### src/rtl/alarm_sequencer.sv
// Alarm sequencer: debounces the snooze/off buttons, times ring and snooze
// periods in one-second ticks and drives the tone generator start/stop.
module alarm_sequencer #(
    parameter int unsigned TICK_CYCLES      = 62500000,
    parameter int unsigned DEBOUNCE_CYCLES  = 625000,
    parameter int unsigned SNOOZE_SEC       = 300,
    parameter int unsigned RING_TIMEOUT_SEC = 60,
    parameter int unsigned MAX_SNOOZES      = 3
) (
    input  logic       clk,
    input  logic       rst_n,
    input  logic       alarm_en,
    input  logic       time_match,
    input  logic       btn_snooze,
    input  logic       btn_off,
    output logic       start,
    output logic       stop,
    output logic       ringing,
    output logic       snoozing,
    output logic [1:0] snooze_count
);

    localparam int unsigned TickW  = (TICK_CYCLES > 1) ? $clog2(TICK_CYCLES) : 1;
    localparam int unsigned DebW   = (DEBOUNCE_CYCLES > 1) ? $clog2(DEBOUNCE_CYCLES) : 1;
    localparam int unsigned SecMax = (SNOOZE_SEC > RING_TIMEOUT_SEC) ? SNOOZE_SEC
                                                                     : RING_TIMEOUT_SEC;
    localparam int unsigned SecW   = (SecMax > 0) ? $clog2(SecMax + 1) : 1;

    localparam logic [TickW-1:0] TickLast  = TickW'(TICK_CYCLES - 1);
    localparam logic [DebW-1:0]  DebLast   = DebW'(DEBOUNCE_CYCLES - 1);
    localparam logic [SecW-1:0]  SecLast   = SecW'(SecMax);
    localparam logic [SecW-1:0]  SecRing   = SecW'(RING_TIMEOUT_SEC);
    localparam logic [SecW-1:0]  SecSnooze = SecW'(SNOOZE_SEC);
    localparam logic [1:0]       MaxSnz    = 2'(MAX_SNOOZES);

    // Bit 0 carries the snooze button, bit 1 the off button.
    localparam int BtnSnz = 0;
    localparam int BtnOff = 1;

    typedef enum logic [1:0] {StIdle, StRinging, StSnooze} state_e;

    state_e                     state_q, state_d;
    logic [1:0]                 meta_q, sync_q;
    logic [1:0]                 deb_q, deb_d, evt_q;
    logic [1:0][DebW-1:0]       deb_cnt_q, deb_cnt_d;
    logic [TickW-1:0]           tick_cnt_q, tick_cnt_d;
    logic [SecW-1:0]            sec_q, sec_d;
    logic [1:0]                 snooze_count_q, snooze_count_d;
    logic                       start_q, stop_q, ringing_q, snoozing_q;
    logic                       tick;
    logic                       snz_evt, off_evt;

    // Two-flop synchronizers for the raw buttons.
    always_ff @(posedge clk or negedge rst_n) begin
        if (!rst_n) begin
            meta_q <= '0;
            sync_q <= '0;
        end else begin
            meta_q <= {btn_off, btn_snooze};
            sync_q <= meta_q;
        end
    end

    // Debounce: a new level must differ from the accepted one for DEBOUNCE_CYCLES in a row.
    always_comb begin
        deb_d     = deb_q;
        deb_cnt_d = '0;
        for (int b = 0; b < 2; b++) begin
            if (sync_q[b] != deb_q[b]) begin
                if (deb_cnt_q[b] == DebLast) begin
                    deb_d[b] = sync_q[b];
                end else begin
                    deb_cnt_d[b] = deb_cnt_q[b] + 1'b1;
                end
            end
        end
    end

    // Debounce state and one-cycle press events on the accepted rising edge.
    always_ff @(posedge clk or negedge rst_n) begin
        if (!rst_n) begin
            deb_q     <= '0;
            deb_cnt_q <= '0;
            evt_q     <= '0;
        end else begin
            deb_q     <= deb_d;
            deb_cnt_q <= deb_cnt_d;
            evt_q     <= deb_d & ~deb_q;
        end
    end

    assign snz_evt = evt_q[BtnSnz];
    assign off_evt = evt_q[BtnOff];
    assign tick    = (tick_cnt_q == TickLast);

    // Next state and snooze budget; off wins over snooze in the same cycle.
    always_comb begin
        state_d        = state_q;
        snooze_count_d = snooze_count_q;
        unique case (state_q)
            StIdle: begin
                if (time_match && alarm_en) state_d = StRinging;
            end
            StRinging: begin
                if (off_evt || !alarm_en || (sec_q == SecRing)) begin
                    state_d = StIdle;
                end else if (snz_evt && (snooze_count_q < MaxSnz)) begin
                    state_d        = StSnooze;
                    snooze_count_d = snooze_count_q + 2'd1;
                end
            end
            StSnooze: begin
                if (off_evt || !alarm_en) begin
                    state_d = StIdle;
                end else if (sec_q == SecSnooze) begin
                    state_d = StRinging;
                end
            end
            default: state_d = StIdle;
        endcase
        if (state_d == StIdle) snooze_count_d = '0;
    end

    // Tick and seconds counters restart on every state entry; seconds saturate.
    always_comb begin
        tick_cnt_d = tick ? '0 : tick_cnt_q + 1'b1;
        sec_d      = sec_q;
        if (tick && (sec_q != SecLast)) sec_d = sec_q + 1'b1;
        if (state_d != state_q) begin
            tick_cnt_d = '0;
            sec_d      = '0;
        end
    end

    // State, counters and registered outputs derived from the next state.
    always_ff @(posedge clk or negedge rst_n) begin
        if (!rst_n) begin
            state_q        <= StIdle;
            tick_cnt_q     <= '0;
            sec_q          <= '0;
            snooze_count_q <= '0;
            start_q        <= 1'b0;
            stop_q         <= 1'b1;
            ringing_q      <= 1'b0;
            snoozing_q     <= 1'b0;
        end else begin
            state_q        <= state_d;
            tick_cnt_q     <= tick_cnt_d;
            sec_q          <= sec_d;
            snooze_count_q <= snooze_count_d;
            start_q        <= (state_d == StRinging) && (state_q != StRinging);
            stop_q         <= (state_d != StRinging);
            ringing_q      <= (state_d == StRinging);
            snoozing_q     <= (state_d == StSnooze);
        end
    end

    assign start        = start_q;
    assign stop         = stop_q;
    assign ringing      = ringing_q;
    assign snoozing     = snoozing_q;
    assign snooze_count = snooze_count_q;

endmodule

### config.mk
export PLATFORM = sky130hd
export DESIGN_NAME = alarm_sequencer
export DESIGN_NICKNAME = d
export VERILOG_FILES = /design/src/rtl/alarm_sequencer.sv
export SDC_FILE = /design/constraint.sdc
export NUM_CORES = 1
export LEC_CHECK = 0
export BUFFER_PORTS_ARGS = -buffer_cell sky130_fd_sc_hd__buf_4
export CAP_MARGIN = 20
export CORE_MARGIN = 4
export CORE_UTILIZATION = 55
export DETAILED_ROUTE_END_ITERATION = 8
export GPL_ROUTABILITY_DRIVEN = 0
export PLACE_DENSITY_LB_ADDON = 0.1
export SYNTH_ARGS = -nofsm -noshare
export SYNTH_HDL_FRONTEND = slang
export SYNTH_SLANG_ARGS = --single-unit
### constraint.sdc
create_clock -name clk -period 2.3 [get_ports clk]
set_input_delay 0.23 -clock clk [delete_from_list [all_inputs] [get_ports clk]]
set_output_delay 0.23 -clock clk [all_outputs]
set_load 0.01 [all_outputs]
Yosys cells after proc, flatten, opt, wreduce, memory -nomap -nowiden --
Index checks and enable logic that the tools add are counted. Widths: inputs -> output; s select.
Word-level totals: flip-flop bits (word level) 91, input bits 6, output and inout port bits 6, word-level logic and storage cells 73
Operators by class: $add $sub $neg 5, magnitude comparators 1, equality and inequality tests 16, multiplexer cells 22, bitwise logic cells 2, reduce and logical (&&, ||, !) cells 13
Operator list (count):
- $mux 20 | 4
- $mux 26 | 2
- $add 20x1->20 const B | 2
- $eq 20x20->1 const B | 2
- $add 26x1->26 const B | 1
- $eq 26x26->1 const B | 1
- $mux 2 | 9
- $mux 9 | 2
- $add 9x1->9 const B | 1
- $eq 9x6->1 const B | 1
- $eq 9x9->1 const B | 1
- $ne 9x9->1 const B | 1
- $ne 2x1->1 const B | 3
- $pmux 2 s3 | 1
- $reduce_bool 2->1 | 3
- $eq 2x1->1 const B | 2
- $eq 2x2->1 const B | 2
- $logic_and 1x1->1 | 4
- $logic_not 2->1 | 2
- $mux 1 | 4
- $reduce_and 3->1 | 1
- $add 2x1->2 const B | 1
- $and 2x2->2 | 1
- $logic_or 1x1->1 | 2
- 5 further kinds | 6

Logic depth before layout (Yosys ltp) --
depth after elaboration 8, depth in mapped cells 8, gate-level depth less buffers 7

Worst setup path before layout --
OpenSTA, ideal clock, no wires.
path kind reg2reg, start register tick_cnt_q[12], end register tick_cnt_q[13], library setup time 0.119 ns, data arrival time 2.123 ns, required time 2.181 ns, setup slack 0.059 ns, cell stages (with the launch flop) 9, path buffers 3, period minus slack after synthesis 2.241 ns, cells stage by stage dfrtp_1 buf_2 or4b_1 or4_1 buf_4 or2_1 nand4_2 buf_6 nor2_1
On the way: longest elaborated chain between the ends 3, elaborated cells on any way between the ends 4, those cells by class add/sub (1); eq/ne (1); mux (2)
Ends and longest elaborated chain:
- from (decl) | line 46 | logic [TickW-1:0] tick_cnt_q, tick_cnt_d;
- from (signal assigned) | line 148 | tick_cnt_q <= tick_cnt_d;
- $add 26x1->26 / $eq 26x26->1 (equally long branches) | line 126, 94
- $mux 26 (*) | line 126 | tick_cnt_d = tick ? '0 : tick_cnt_q + 1'b1;
- $mux 26 (*) | line 129 | if (state_d != state_q) begin
- via tick_cnt_d[13] | line 46
Mark *: on every way through the listed nets, which the timed path passes. The rest lies on a longest branch. A chain may end at the register's enable or synchronous reset.

Worst setup path in the final report --
start register tick_cnt_q[8], end register sec_q[8]
On the way: longest elaborated chain between the ends 3
Ends and longest elaborated chain:
- $eq 26x26->1 | line 94 | assign tick = (tick_cnt_q == TickLast);
- $logic_and 1x1->1 | line 128 | if (tick && (sec_q != SecLast)) sec_d = sec_q + 1'b1;
- $reduce_bool 2->1 (no source line)
- to (signal assigned) | line 140 | sec_q <= '0;
- to (signal assigned) | line 149 | sec_q <= sec_d;
- to (decl) | line 47 | logic [SecW-1:0] sec_q, sec_d;
Every way passes these cells.

==> flow_metrics.py <==
metrics = {
    "synth": {
        "synth_ff_type": "dfrtp_1",
        "synth_seq_area_share": 0.5187,
        "synth_seq_cells": 91,
        "synth_top_area_cell": "dfrtp_1",
        "syn_area_mm2": 0.004393,
        "synthTopCellsByArea": "dfrtp_1, nor2_1, xor2_1",
        "synth_warnings": 0,
        "synthCells": 437,
        "synthTopCellsByCount": "dfrtp_1, nor2_1, xor2_1",
        "ys_async_sr_fraction": 1.000,
        "synth_edf_count": 0,
        "synth_fp_nets": 449,
        "synth.avg_cell_area_um2": 10.05,
        "ys_types": 49,
        "netlist.area_leader.share": 0.5127,
        "yosysMostFrequentCell": "dfrtp_1",
    },
    "critical_path": {
        "slowest_delay_ps": 490,
        "cpMaxStageDelayCell": "or4b_1",
        "crit_arrival_ps": 2440,
        "cp_cell_sequence": "or4b_1 -> or4_1 -> buf_4 -> nor4_2 -> xnor2_1 -> nor2_1",
        "start_kind": "flop",
        "crit_type": "flop to flop",
        "crit_path_max_fanout": 9,
        "required_ps": 2560,
        "endpoint_kind": "flop",
    },
    "clock_tree": {
        "cts_max_path_buffers": 2,
        "cts_root_buffer": "clkbuf_8",
        "htreeDepth": 3,
        "cts_sinks": 91,
        "clkLatencyLatePin_ps": 360,
        "cts_buffers": 9,
        "postCtsSetupBuffers": 0,
        "cts_resized": 0,
        "cts_tree": "yes",
        "path_clk_slew_ps": 90,
        "cts-hold-fix-buffers": 3,
    },
    "place": {
        "hpwl_mm": 5.531,
        "place_area_mm2": 0.004735,
        "pre_cts_ws_ps": 100.8,
        "io_buffers": 11,
        "dp_cells": 561,
    },
    "sta": {
        "max_freq_mhz": 457.3,
        "slew_violations": 0,
        "setup_viol": 0,
        "maxSlewHeadroom": 0.6948,
        "worst_slew_pin_slew_ps": 457.9,
        "fin_crit_ps": 2187,
        "layout_setup_ws_ps": 113.1,
        "skew_ps": 20.40,
        "rsz0062_at_grt": "no",
        "final.setup.tns_ps": 0,
        "hold_viol_final": 0,
        "fin_crit_sh": 0.9508,
    },
    "drt": {
        "num_vias": 3183,
        "drtPass1Iterations": 5,
        "first_iter_violations": 112,
        "wirelength_mm": 8.082,
        "wl_per_cell_um": 13.93,
        "ant_nets": 0,
        "drc_errors": 0,
        "avgViaCountPerCell": 5.488,
    },
    "cells_and_area": {
        "drive_gt1_frac": 0.1234,
        "fill_cells": 643,
        "final_cell_area_mm2": 0.004950,
        "syn2layout_area_growth_pct": 12.67,
        "utilization": 0.6405,
        "final-instance-count-excl-fill": 580,
        "diodes": 0,
        "final_nets": 485,
    },
    "min_path": {
        "min_path_type": "primary input to asynchronous set/reset pin",
    },
    "floorplan": {
        "core_mm2": 0.007727,
        "die_height_um": 97.37,
        "fp.dieW_um": 97.37,
        "initial_core_util": 0.5685,
        "ios": 12,
        "die_area_mm2": 0.009481,
        "rows": 32,
    },
    "global_route": {
        "grt.overflow.total": 0,
        "grt_max_degree": 60,
        "grt_pass1_wl_mm": 14.79,
        "gr-usage-all-layers": 0.1874,
        "antenna_found_initial": 0,
        "grt_pass1_vias": 3205,
    },
    "pwr": {
        "p_leak_nw": 2.154,
        "vdd.ir_drop.worst_uv": 354.0,
        "cellPowerDensity_mw_per_mm2": 584.2,
    },
    "status": {
        "outcome": "finished, final reports clean",
    },
    "job": {
        "max_cap_violations": 0,
    },
}
[path summary, 6_finish.rpt]
check | startpoint | endpoint | slack, ps | cells past startpoint
setup / recovery | tick_cnt_q[8] | sec_q[8] | 110 | 6
hold / removal | rst_n | tick_cnt_q[20] | 350 | 2
setup reg to reg | tick_cnt_q[8] | sec_q[8] | 110 | 6
hold reg to reg | meta_q[0] | sync_q[0] | 350 | 0
max in group asynchronous | rst_n | deb_cnt_q[16] | 1290 | 3
min in group clk | meta_q[0] | sync_q[0] | 350 | 0
[layout make-up]
class,instances,area (um^2),share of cell area
multi-input combinational,325,2022,0.4085
tap,102,127.6,0.02578
sequential,91,2278,0.4603
clock buffer,10,137.6,0.02781
inverter,11,41.29,0.008342
timing repair buffer,35,295.3,0.05966
clock inverter,6,47.55,0.009606
[state kept, by name, summed over array words and instances (netlist names)]
register,flops
start,1
sec_q,9
ringing,1
deb_cnt_q,40
sync_q,2
tick_cnt_q,26
state_q,2
snooze_count,2
snoozing,1
stop,1
evt_q,2
meta_q,2
deb_q,2
[worst max-delay path: cells and delay by family, from the launching register on]
kind | cells | cell delay [ps]
XOR/XNOR | 1 | 160
flip-flops | 1 | 430
buffers and inverters | 1 | 200
AND/OR/NAND/NOR | 4 | 1280
[power breakdown]
group / switching, mW / leakage, nW / internal [mW] / total, mW
Sequential: 0.0378 / 1.25 / 1.64 / 1.68
Clock: 0.591 / 0.0933 / 0.432 / 1.02
Combinational: 0.115 / 0.814 / 0.0750 / 0.190
Total: 0.743 / 2.15 / 2.15 / 2.89
[cell families (layout without fill, tap and decap cells)]
group,count (synthesis),in the layout,share of synthesized area
simple gates,234,234,0.2791
flops,91,91,0.5187
xor+xnor,68,68,0.1356
buf+inv,21,62,0.02108
compound gates,14,14,0.02108
fa+ha+maj,6,6,0.01709
mux,3,3,0.007405
[metrics by stage]
| stage | hold WS (ps) | total power, mW |
|---|---|---|
| finish | 346.4 | 2.892 |
| floorplan | -65.59 | 1.804 |
| detailed placement | 214.0 | 1.904 |
| global placement | 206.8 | 1.897 |
| global route | 362.8 | 3.045 |
| CTS | 338.7 | 2.940 |
[placed cells by master (no fill, tap or decap), drive strengths merged, types with 2 or more instances in the layout]
master and instances:
xnor2 31, and2 5, a31oi 2, inv 13, nor3b 3, clkbuf 10
clkinv 3, or4b 2, nor4 7, o21bai 2, nand2 33, and3 11
or4 4, buf 32, and4 3, nor2b 4, or3 2, dfrtp 90
nor2 88, nand3 27, nor3 9, ha 6, xor2 37, a21oi 2
or2 2, nor4b 7, o21ai 3, dlygate4sd3 3, mux2 2, nand4 21
nand4bb 2
[routing by layer]
layer | wire length [um] | global-route usage | vias to the layer above
li1 | - | - | 1564
met1 | 3922 | 0.2547 | 1561
met2 | 3825 | 0.3015 | 44
met3 | 219 | 0.03948 | 14
met4 | 114 | 0.05964 | 0
met5 | 0 | 0 | -
(Power assumes the default switching activity.)
